### src/rtl/sdram_frame_sched.sv
// sdram_frame_sched: request sequencer between the ROM-fill FIFO, the VGA read
// FIFO and sdram_top, running in the 133 MHz SDRAM domain.
//
// A single FSM issues at most one outstanding burst request at a time:
//   - write phase: loads one frame as ROWS full-row bursts, each issued once the
//     write FIFO holds at least WR_THRESH words;
//   - read phase: once per video frame, streams the stored rows back while VSYNC
//     is high and the read FIFO has drained to RD_LOW_WM or below.
//
// Optional feature macro: SCHED_UNDERRUN_CNT_EN
//   When defined, adds underrun_cnt_o, a saturating count of VSYNC falling edges
//   that arrive before the loaded frame has been fully streamed.
module sdram_frame_sched #(
  parameter int         ROWS      = 128,
  parameter int         WR_THRESH = 512,
  parameter int         RD_LOW_WM = 512,
  parameter logic [1:0] BANK      = 2'd0
) (
  input  logic        clk_133M_i,
  input  logic        rst_133i,
  input  logic        vsync_i,
  input  logic [10:0] wr_fifo_used_i,
  input  logic [10:0] rd_fifo_used_i,
  output logic        wr_sdram_req_o,
  input  logic        wr_sdram_ack_i,
  output logic [23:0] wr_sdram_add_o,
  output logic        rd_sdram_req_o,
  input  logic        rd_sdram_ack_i,
  output logic [23:0] rd_sdram_add_o,
  output logic        frame_loaded_o,
  output logic        rd_frame_done_o,
  output logic        busy_o
`ifdef SCHED_UNDERRUN_CNT_EN
  ,
  output logic [7:0]  underrun_cnt_o
`endif
);

  localparam int         ROW_W        = 13;
  localparam logic [12:0] ROWS_C      = 13'(ROWS);
  localparam logic [10:0] WR_THRESH_C = 11'(WR_THRESH);
  localparam logic [10:0] RD_LOW_WM_C = 11'(RD_LOW_WM);

  typedef enum logic [1:0] {
    IDLE   = 2'd0,
    WR_REQ = 2'd1,
    RD_REQ = 2'd2
  } state_t;

  state_t           state;
  logic [ROW_W-1:0] wr_row;
  logic [ROW_W-1:0] rd_row;
  logic             vs_p0;
  logic             vs_s;
  logic             rd_abort;
  logic             wr_ok;
  logic             rd_ok;

  // Row counters never wrap: they hold at ROWS once the frame is complete.
  function automatic logic [ROW_W-1:0] row_inc(input logic [ROW_W-1:0] r);
    if (r >= ROWS_C) begin
      return ROWS_C;
    end
    return r + 13'd1;
  endfunction

  // Stage p0 -> s: two-flop synchronizer for VSYNC from the 100 MHz domain.
  always_ff @(posedge clk_133M_i or posedge rst_133i) begin
    if (rst_133i) begin
      vs_p0 <= 1'b0;
      vs_s  <= 1'b0;
    end else begin
      vs_p0 <= vsync_i;
      vs_s  <= vs_p0;
    end
  end

  // Eligibility of the next burst; write takes priority when both are ready.
  always_comb begin
    wr_ok = (wr_row < ROWS_C) && (wr_fifo_used_i >= WR_THRESH_C);
    rd_ok = frame_loaded_o && vs_s && (rd_row < ROWS_C) &&
            (rd_fifo_used_i <= RD_LOW_WM_C);
  end

  // Request FSM: registered req/busy, row counters and frame status flags.
  always_ff @(posedge clk_133M_i or posedge rst_133i) begin
    if (rst_133i) begin
      state           <= IDLE;
      wr_sdram_req_o  <= 1'b0;
      rd_sdram_req_o  <= 1'b0;
      busy_o          <= 1'b0;
      frame_loaded_o  <= 1'b0;
      rd_frame_done_o <= 1'b0;
      wr_row          <= '0;
      rd_row          <= '0;
      rd_abort        <= 1'b0;
    end else begin
      case (state)
        IDLE: begin
          // Retrace: rewind the read side so the next frame starts at row 0.
          if (!vs_s) begin
            rd_row          <= '0;
            rd_frame_done_o <= 1'b0;
          end
          if (wr_ok) begin
            state          <= WR_REQ;
            wr_sdram_req_o <= 1'b1;
            busy_o         <= 1'b1;
          end else if (rd_ok) begin
            state          <= RD_REQ;
            rd_sdram_req_o <= 1'b1;
            busy_o         <= 1'b1;
            rd_abort       <= 1'b0;
          end
        end

        WR_REQ: begin
          if (wr_sdram_ack_i) begin
            state          <= IDLE;
            wr_sdram_req_o <= 1'b0;
            busy_o         <= 1'b0;
            wr_row         <= row_inc(wr_row);
            if (row_inc(wr_row) == ROWS_C) begin
              frame_loaded_o <= 1'b1;
            end
          end
        end

        RD_REQ: begin
          // A retrace seen during the burst voids it; remember that until ack.
          if (!vs_s) begin
            rd_abort <= 1'b1;
          end
          if (rd_sdram_ack_i) begin
            state          <= IDLE;
            rd_sdram_req_o <= 1'b0;
            busy_o         <= 1'b0;
            if (rd_abort || !vs_s) begin
              rd_row          <= '0;
              rd_frame_done_o <= 1'b0;
            end else begin
              rd_row          <= row_inc(rd_row);
              rd_frame_done_o <= (row_inc(rd_row) == ROWS_C);
            end
          end
        end

        default: begin
          state          <= IDLE;
          wr_sdram_req_o <= 1'b0;
          rd_sdram_req_o <= 1'b0;
          busy_o         <= 1'b0;
        end
      endcase
    end
  end

  assign wr_sdram_add_o = {BANK, wr_row, 9'd0};
  assign rd_sdram_add_o = {BANK, rd_row, 9'd0};

`ifdef SCHED_UNDERRUN_CNT_EN
  logic vs_d;

  function automatic logic [7:0] sat_inc8(input logic [7:0] v);
    if (v == 8'hFF) begin
      return v;
    end
    return v + 8'd1;
  endfunction

  // Count retraces that arrive before the loaded frame was fully streamed.
  always_ff @(posedge clk_133M_i or posedge rst_133i) begin
    if (rst_133i) begin
      vs_d           <= 1'b0;
      underrun_cnt_o <= 8'd0;
    end else begin
      vs_d <= vs_s;
      if (vs_d && !vs_s && frame_loaded_o && (rd_row < ROWS_C)) begin
        underrun_cnt_o <= sat_inc8(underrun_cnt_o);
      end
    end
  end
`endif

endmodule

### config.mk
export PLATFORM = sky130hd
export DESIGN_NAME = sdram_frame_sched
export DESIGN_NICKNAME = d
export VERILOG_FILES = /design/src/rtl/sdram_frame_sched.sv
export SDC_FILE = /design/constraint.sdc
export NUM_CORES = 1
export LEC_CHECK = 0
export BUFFER_PORTS_ARGS = -buffer_cell sky130_fd_sc_hd__buf_2
export CORE_ASPECT_RATIO = 2
export CORE_UTILIZATION = 40
export CTS_CLUSTER_SIZE = 8
export DETAILED_ROUTE_END_ITERATION = 10
export GPL_TIMING_DRIVEN = 0
export PLACE_DENSITY_LB_ADDON = 0.15
export SYNTH_ARGS = -nofsm -noshare
export SYNTH_HDL_FRONTEND = slang
export SYNTH_SLANG_ARGS = --single-unit
### constraint.sdc
create_clock -name clk_133M_i -period 4.44 [get_ports clk_133M_i]
set_input_delay 1.332 -clock clk_133M_i [delete_from_list [all_inputs] [get_ports clk_133M_i]]
set_output_delay 1.332 -clock clk_133M_i [all_outputs]
set_load 0.005 [all_outputs]
Yosys cells after proc, flatten, opt, wreduce, memory -nomap -nowiden

Cells that the tools add are included.

Divide/modulo/power cells: 0
Shifts and indexed selects: 0
Bitwise operators: 2
$lt $le $gt $ge: 6
$mul: 0
Reductions and logical operators: 15
Equal/unequal tests: 12
Add/subtract/negate cells: 2
Multiplexer cells: 42

Operators by type and width:

| kind                                                                                  | number |
|---|---|
| 13-bit two-way mux                                                                    | 12 |
| 13-bit by 1-bit adder with 13-bit output, second input constant                       | 2 |
| 13-bit by 8-bit equality test with 1-bit output, second input constant                | 2 |
| 13-bit by 8-bit greater-or-equal comparator with 1-bit output, second input constant  | 2 |
| 13-bit by 8-bit less-than comparator with 1-bit output, second input constant         | 2 |
| 13-bit case mux with 2 select lines                                                   | 1 |
| 1-bit two-way mux                                                                     | 19 |
| 2-bit != test, second input constant                                                  | 7 |
| 3-bit AND reduction                                                                   | 4 |
| 11-bit by 10-bit greater-or-equal comparator with 1-bit output, second input constant | 1 |
| 11-bit by 10-bit <= comparator with 1-bit output, second input constant               | 1 |
| 1-bit case mux with 3 select lines                                                    | 3 |
| 2-bit two-way mux                                                                     | 4 |
| 4-bit AND reduction                                                                   | 2 |
| 2-bit case mux with 3 select lines                                                    | 1 |
| 1-bit logical AND                                                                     | 4 |
| 1-bit case mux with 2 select lines                                                    | 2 |
| 3-bit != test, second input constant                                                  | 1 |
| 2-bit by 1-bit equality test with 1-bit output, second input constant                 | 1 |
| 2-bit equality test, second input constant                                            | 1 |
| 2-bit logical NOT                                                                     | 1 |
| 1-bit inverter                                                                        | 2 |
| 2-bit AND reduction                                                                   | 1 |
| 2-bit nonzero test                                                                    | 1 |
| other kinds (2)                                                                       | 2 |

Register bits after elaboration: 36
Logic and storage cells: 90
Memory bits (writable): 0
Bits in read-only memories: 0
Memories kept: 0
Bits in latches: 0

Logic depth before layout (Yosys ltp)

Gate-level depths: netlist of run 1.

Depth in word-level cells: 13
Mapped depth: 6
Gate-level depth less buffers: 5

Worst setup path before layout of run 1

Ideal clock, no wire load.

Path type: input port to flip-flop
Start point: input rd_fifo_used_i[4]
End point: register rd_sdram_req_o
Required time: 4.330 ns
Setup slack: 2.092 ns
Arrival: 2.238 ns
Library setup time: 0.110 ns
Stages on the path: 4
Cells stage by stage: nor4_1 a31oi_1 or2_2 o41ai_1

Word-level cells in the longest chain between the ends: 4

Ends and longest elaborated chain:

| item                                             | line | RTL |
|---|---|---|
| start: declaration                               | 23   | `input logic [10:0] rd_fifo_used_i,` |
| 11-bit by 10-bit <= comparator with 1-bit output | 82   | `(rd_fifo_used_i <= RD_LOW_WM_C);` |
| 1-bit logical AND                                | 81   | `rd_ok = frame_loaded_o && vs_s && (rd_row < ROWS_C) &&` |
| 2-bit != test (no source line)                   | n/a  |  |
| 4-bit AND reduction (no source line)             | n/a  |  |
| end signal: assignment                           | 90   | `rd_sdram_req_o <= 1'b0;` |
| end signal: assignment                           | 111  | `rd_sdram_req_o <= 1'b1;` |
| end signal: assignment                           | 136  | `rd_sdram_req_o <= 1'b0;` |
| end: declaration                                 | 27   | `output logic rd_sdram_req_o,` |

Every way passes these cells.
A chain may end at the register's enable or synchronous reset.

Final worst setup path of run 1

Ends and elaborated chain as after synthesis.

==> run summary, run 1 <==
Row Count: 35
htree depth: 2
ANT nets after route: 0
Mapped Area: 1932 um2
fmax: 435.8 MHz
CP Launch Type: input port
EDFF count, synth: 0
critical path required time: 4610 ps
layout net count: 319
simple-gate share of the synthesized area: 0.2338
via count: 1645
Worst R2R Path Depth: 4
die area: 5128 um2
HPWL Detailed: 3227 um
sequential element share of the synthesized area: 0.4663
setup violators final: 0
non-filler cells, final: 343
ANT cells: 0
syn avg cell area: 9.113 um2
min cycle time layout: 2294 ps
worst min path class: reg2reg
cell-by-cell trace of the critical path: buf_2, nor4_1, a31oi_1, or2_2, o41ai_1
Hold Path Depth: 0
Root Buffer: clkbuf_8
DR iter-0 viols: 30
CTS tree: yes
CP peak stage delay: 330 ps
synthesized flop and latch total: 36
postcts setup bufs: 0
largest net degree at the start of global routing: 37
total negative slack: 0 ps
status: finished clean
reg2reg setup slack: 2430 ps
Data arrival, critical path: 2460 ps
Leakage: 0.001240 uW
Synth top area share: 0.4663
Synth warnings: 0
main flop type after synthesis: dfrtp_1
Max-slew headroom: 0.5066
Worst-Margin Slew: 739.0 ps
Port Buf Inserts: 48
post-synth top area cell: dfrtp_1
Adder-Cell Fraction of Synth Area: 0.02591
GRT Util Overall: 0.1787
Synth async-reset ratio: 1.000
CTS Buf Count: 5
die width: 51.14 um
share of cells above drive strength 1: 0.2951
max-slew violation count: 0
initial antenna violation count: 0
CP max stage cell: or2_2
post-cts sizing count: 0
Inst Count DP: 336
worst skew pair latency: 280 ps
Crit Path Class: in2reg
synth cell count leaders: dfrtp_1, buf_4, nand2_1
global-route wire length before repair: 6872 um
Fillers: 475
RSZ-0062 raised after global routing: false
CP endpoint kind: flop
Max-Cap Viols: 0
gp weighted congestion: 0.8325
Synth Area in XOR/XNOR: 0.01360
post-synthesis mux area share: 0.01036
Final Hold Vio Count: 0
DRT Pass-1 Iters: 4
I/O pin cnt: 80
Clk pin slew, worst setup/hold paths: 70 ps
Synth-to-Final Area Change: 25.06%
grt total ovfl: 0
Routed Wire Length: 4164 um
Residual DRC: 0
Worst Hold Launch: vs_p0
WL/cell: 12.14 um
Syn Inst Count: 212
crit-path max FO: 3
WHS: 348.3 ps
Peak VDD IR: 0.0002477 V
worst-case clock buffer depth: 2
largest family of logic cells by synthesized area: simple AND/OR/NAND/NOR gates
clock sink count: 36
core area: 4642 um2
starting density of the core: 0.4162
vias in the first global route: 1522
Max Clock Skew: 6.647 ps
Distinct cells, synth: 38
Synth area leaders: dfrtp_1, buf_4, o21ai_0
Hold EP: vs_s
Die Ht: 100.3 um
DR vias/cell: 4.796
R2R Path Start: rd_row[7]
Tot Pwr: 913.0 uW
ratio of final minimum period to clock period: 0.5168
power per cell area: 377.9 nW/um2
Post-Route Utilization: 0.5205
Compound-Gate Fraction of Synth Area: 0.1231
cts hold-fix bufs: 0
RR Endpoint: rd_sdram_req_o
most frequent cell after synthesis: dfrtp_1
[report_power, final]
| part | total [uW] | switching (uW) | internal [uW] |
|---|---|---|---|
| clock network | 247 | 109 | 138 |
| logic | 239 | 131 | 108 |
| registers | 427 | 51.7 | 375 |
| total | 913 | 292 | 621 |
[registers in the layout (all words and copies together), names as in the netlist]
name / count
rd_row: 13
vs_p0: 1
busy_o: 1
rd_abort: 1
state: 2
wr_sdram_req_o: 1
rd_frame_done_o: 1
wr_row: 13
rd_sdram_req_o: 1
vs_s: 1
frame_loaded_o: 1
[metrics by stage]
stage / instance area, um2 / setup WS, ps
floorplan: 2011 / 2092
detailed placement: 2320 / 1811
global route: 2416 / 2101
global placement: 2320 / 1770
CTS: 2416 / 2117
finish: 2416 / 2146
[how the worst max path moves through the flow]
stage,start,slack [ps],to
global route,wr_sdram_ack_i,2100,wr_row[6]
detailed placement,rd_fifo_used_i[4],1810,rd_sdram_req_o
finish,rd_fifo_used_i[4],2150,rd_sdram_req_o
CTS,rd_fifo_used_i[4],2120,rd_sdram_req_o
global placement,rst_133i,1770,wr_sdram_req_o
floorplan,rd_fifo_used_i[4],2090,rd_sdram_req_o
[critical path, delay by kind of cell]
family	cells	cell delay (ps)
and+or+nand+nor	2	590
AOI/OAI and AO/OA	2	440
buffers and inverters	1	90
[layer usage]
metal | up-vias | share of wire | global-route usage
li1 | 829 | - | -
met1 | 759 | 0.37 | 0.1856
met2 | 53 | 0.57 | 0.3340
met3 | 4 | 0.044 | 0.03636
met4 | 0 | 0.012 | 0.07051
met5 | - | 0 | 0
[cell usage in the layout (no fill, tap or decap), types with 2 or more instances in the layout]
cell	synthesis	routed
buf_2	1	49
dfrtp_1	36	36
buf_4	22	22
conb_1	1	22
nand2_1	16	16
o21ai_0	15	15
nor2_1	12	12
a21oi_1	12	12
inv_1	13	12
nor3_1	11	11
and2_1	10	10
clkbuf_8	0	7
clkbuf_1	6	6
nand3_1	5	5
nand2b_1	4	4
nor4_1	4	4
and3_1	4	4
or3_1	4	4
ha_1	4	4
xnor2_1	3	3
nand4_1	3	3
o41ai_1	3	3
or2_2	2	2
and4b_1	2	2
nor2b_1	2	2
mux2i_1	2	2
o21bai_1	2	2
o21ai_1	2	2
[cell families after synthesis]
logic type	count (synthesis)
xor gates and xnor gates	3
AOI/OAI and AO/OA	40
DFF	36
buffers and inverters	42
other	1
and+or+nand+nor	84
muxes	2
adders and majority gates	4
[final cells by class]
type / instances / area [um2] / area share
multi-input combinational: 155 / 868.3 / 0.3594
tap: 55 / 68.82 / 0.02848
clock buffer: 7 / 96.34 / 0.03988
inverter: 13 / 48.80 / 0.02020
timing repair buffer: 48 / 240.2 / 0.09943
buffer: 29 / 192.7 / 0.07975
sequential: 36 / 900.9 / 0.3729
No activity file was read; power rests on OpenSTA's default activity.
==> run 2, diff against run 1 <==
Clock period 4.44 ns to 2.1 ns, I/O delays scaled along.
==> run 2 against run 1 <==
  * First-iteration DRC count is 27% higher
  * Total power is 110% higher
  * Cell count did not move
  * Largest cell class unchanged
  * Largest power group unchanged
==> run summary, run 2 (synthesis results as in run 1) <==
fmax: 514.1 MHz
grt total ovfl: 0
Crit Path Class: reg2reg
max-slew violation count: 0
Largest regs: rd_row x13, wr_row x13, state x2
CTS Buf Count: 5
Max-slew headroom: 0.5063
HPWL Detailed: 3227 um
Data arrival, critical path: 2160 ps
Routed Wire Length: 4169 um
Register Area: 900.9 um2
Max-Cap Viols: 0
footprint of the multi-input gates: 874.6 um2
initial antenna violation count: 0
total negative slack: 0 ps
starting density of the core: 0.4162
status: finished clean
gp weighted congestion: 0.8325
crit path from: wr_row[12]
worst min path class: reg2reg
Setup crit end: wr_row[6]
Peak VDD IR: 0.0005236 V
CTS tree: yes
die width: 51.14 um
die area: 5128 um2
Max Clock Skew: 7.297 ps
Port Buf Inserts: 48
crit-path max FO: 7
Worst Hold Launch: vs_p0
worst-case clock buffer depth: 2
DRT Pass-1 Iters: 4
htree depth: 2
most frequent cells in the layout: buf_2, dfrtp_1, buf_4, conb_1, nand2_1
Root Buffer: clkbuf_8
Die Ht: 100.3 um
Fillers: 474
min cycle time layout: 1945 ps
cts hold-fix bufs: 0
Synth-to-Final Area Change: 25.39%
CP endpoint kind: flop
Leakage: 0.001242 uW
RSZ-0062 raised after global routing: false
Post-Route Utilization: 0.5218
worst setup margin: 154.7 ps
reg2reg setup slack: 150 ps
DR vias/cell: 4.793
RR Endpoint: wr_row[6]
via count: 1644
core area: 4642 um2
power per cell area: 797.3 nW/um2
setup violators final: 0
global-route wire length before repair: 6872 um
clock sink count: 36
critical path required time: 2310 ps
WHS: 348.3 ps
Place WS: 30.13 ps
vias in the first global route: 1522
most common cell after layout, fill and taps aside: buf_2
Clk pin slew, worst setup/hold paths: 70 ps
share of cells above drive strength 1: 0.2986
ANT cells: 0
I/O pin cnt: 80
R2R Path Start: wr_row[12]
ANT nets after route: 0
Residual DRC: 0
CP Launch Type: flop
Worst-Margin Slew: 739.5 ps
Worst R2R Path Depth: 5
worst skew pair latency: 280 ps
GRT Util Overall: 0.1787
Inst Count DP: 336
Final Hold Vio Count: 0
DR iter-0 viols: 38
non-filler cells, final: 343
WL/cell: 12.15 um
layout net count: 319
largest net degree at the start of global routing: 37
ratio of final minimum period to clock period: 0.9263
Row Count: 35
==> run 2: how the worst min path moves through the flow <==
stage                      end  slack [ps]  depth (start not counted)
after floorplan           vs_s         330                          0
final                     vs_s         350                          0
after CTS                 vs_s         350                          0
after global routing      vs_s         370                          0
after detailed placement  vs_s         340                          0
after global placement    vs_s         330                          0
==> run 2: report_power, final <==
| group | internal (uW) | switching (uW) |
|---|---|---|
| Sequential | 792 | 109 |
| Combinational | 229 | 276 |
| Clock | 292 | 232 |
==> run 2: cell type report <==
class,instances,share of cell area
Buffer,29,0.07955
Multi-Input combinational cell,155,0.3611
Clock buffer,7,0.03977
Tap cell,55,0.02841
Sequential cell,36,0.3719
Timing Repair Buffer,48,0.09917
Inverter,13,0.02014
==> run 2: worst max-delay path: stages, from the launching register on <==
cell and delay (ps):
dfrtp_1 390, or4_1 500, buf_2 170, or3_1 390, or3_1 370, o21ai_2 60
==> run 2: routing by layer <==
metal / routed length, um / up-vias / GRT usage
met5: 0 / - / 0
met4: 48 / 0 / 0.07051
met3: 184 / 4 / 0.03636
met2: 2370 / 53 / 0.3340
met1: 1565 / 759 / 0.1856
li1: - / 828 / -
==> run 2: metrics by stage <==
stage / total power, uW / area, um2
4_1_cts: 1957 / 2416
6_report: 1931 / 2422
2_1_floorplan: 1229 / 2011
3_5_place_dp: 1423 / 2320
3_3_place_gp: 1416 / 2320
5_1_grt: 2060 / 2422
==> run 2: repair_timing <==
item                       CTS  global route
setup endpoints to repair    0             1
resized for setup            0             1
setup buffers                0             0
==> run 3, diff against run 2 <==
Settings changed: RECOVER_POWER from default to 50, SLEW_MARGIN from default to 40.
==> run 3 against run 2 <==
  * Via count grew 0.43%
  * Utilization grew 0.13 points
  * Worst setup slack better by 14 ps
  * Count of clock-buffer cells in the layout decreased by 1
  * Critical path depth stayed put
  * Cell area is 0.26% higher
  * Total power down 3.1%
  * Sequential power decreased by 0.6%
  * Maximum frequency grew 0.73%
  * Clock skew is 0.50 ps higher
  * Cell count up 0.29%
  * Largest power group unchanged
==> run summary, run 3 (synthesis results as in run 1) <==
CP Launch Type: flop
cts hold-fix bufs: 0
Reg power frac: 0.479
ANT nets after route: 0
Worst-Margin Slew: 888.8 ps
worst skew pair latency: 280 ps
total negative slack: 0 ps
HPWL Detailed: 3312 um
critical path required time: 2310 ps
CP endpoint kind: flop
status: finished clean
min cycle time layout: 1931 ps
Row Count: 35
Clk network pwr share: 0.246
ANT cells: 0
Root Buffer: clkbuf_8
grt total ovfl: 0
I/O pin cnt: 80
power per cell area: 770.5 nW/um2
Die Ht: 100.3 um
starting density of the core: 0.4162
Port Buf Inserts: 48
Final Hold Vio Count: 0
Largest regs: rd_row x13, wr_row x13, state x2
setup violators final: 0
htree depth: 2
switching power total: 618.8 uW
worst min path class: reg2reg
core area: 4642 um2
Comb pwr share: 0.275
WL/cell: 12.05 um
initial antenna violation count: 0
post-cts sizing count: 0
vias in the first global route: 1525
largest net degree at the start of global routing: 22
most frequent cells in the layout: buf_2, dfrtp_1, buf_4, conb_1, nand2_1
fmax: 517.8 MHz
worst-case clock buffer depth: 2
Max-slew headroom: 0.4068
die area: 5128 um2
GRT Util Overall: 0.1797
Place WS: 45.44 ps
RSZ-0062 raised after global routing: false
internal power: 1252 uW
Peak VDD IR: 0.0005226 V
global-route wire length before repair: 6879 um
Leakage: 0.001237 uW
via count: 1651
postcts setup bufs: 0
ratio of final minimum period to clock period: 0.9196
gp weighted congestion: 0.8325
share of cells above drive strength 1: 0.2872
Residual DRC: 0
max-slew violation count: 0
Routed Wire Length: 4144 um
Max Clock Skew: 7.798 ps
most common cell after layout, fill and taps aside: buf_2
Synth-to-Final Area Change: 25.71%
DRT Pass-1 Iters: 4
Crit Path Class: reg2reg
clock sink count: 36
Data arrival, critical path: 2140 ps
Max-Cap Viols: 0
DR iter-0 viols: 18
CTS Buf Count: 5
sw frac: 0.3307
layout net count: 320
CTS tree: yes
Clk pin slew, worst setup/hold paths: 70 ps
DR vias/cell: 4.799
die width: 51.14 um
Tot Pwr: 1871 uW
crit-path max FO: 7
worst setup margin: 168.8 ps
run 3: worst paths after layout:
path	start	to	slack (ps)	depth (start not counted)
hold reg to reg	vs_p0	vs_s	350	0
min in group asynchronous	rst_133i	wr_row[0]	530	2
max in group asynchronous	rst_133i	wr_row[12]	1000	3
setup / recovery	wr_row[12]	wr_row[6]	170	5
hold / removal	vs_p0	vs_s	350	0
setup reg to reg	wr_row[12]	wr_row[6]	170	5
run 3: power groups by stage:
stage               Combinational (uW)  Sequential [uW]  Clock (uW)
finish                             514              897         460
global route                       576              917         502
CTS                                517              899         473
detailed placement                 515              912           0
global placement                   505              911           0
floorplan                          336              894           0
run 3: metal layers:
metal | track usage | wire (um) | vias to the layer above
met2 | 0.3401 | 2375 | 50
li1 | - | - | 831
met4 | 0.07906 | 46 | 0
met3 | 0.03485 | 181 | 6
met1 | 0.1802 | 1540 | 764
met5 | 0 | 0 | -
run 3: area by class of cell:
type	instances	area [um2]
buffer	29	192.7
multi-input combinational	155	874.6
clock inverter	1	5.005
fill	476	2213
timing repair buffer	49	265.3
clock buffer	6	72.57
tap	55	68.82
sequential	36	900.9
inverter	13	48.80
run 3: per-stage QoR:
stage	area (um2)	cells	util	hold WS [ps]
after CTS	2425	344	0.5224	351.3
after detailed placement	2347	337	0.5057	335.6
after floorplan	2011	233	-	331.2
after global placement	2320	336	0.4997	334.9
final	2429	344	0.5232	347.5
after global routing	2429	344	0.5232	364.6
run 3: worst max-delay path, stage by stage, from the launching register on:
cell,delay (ps)
dfrtp_1,390
or4_1,500
buf_2,170
or3_1,380
or3_1,370
o21ai_2,60
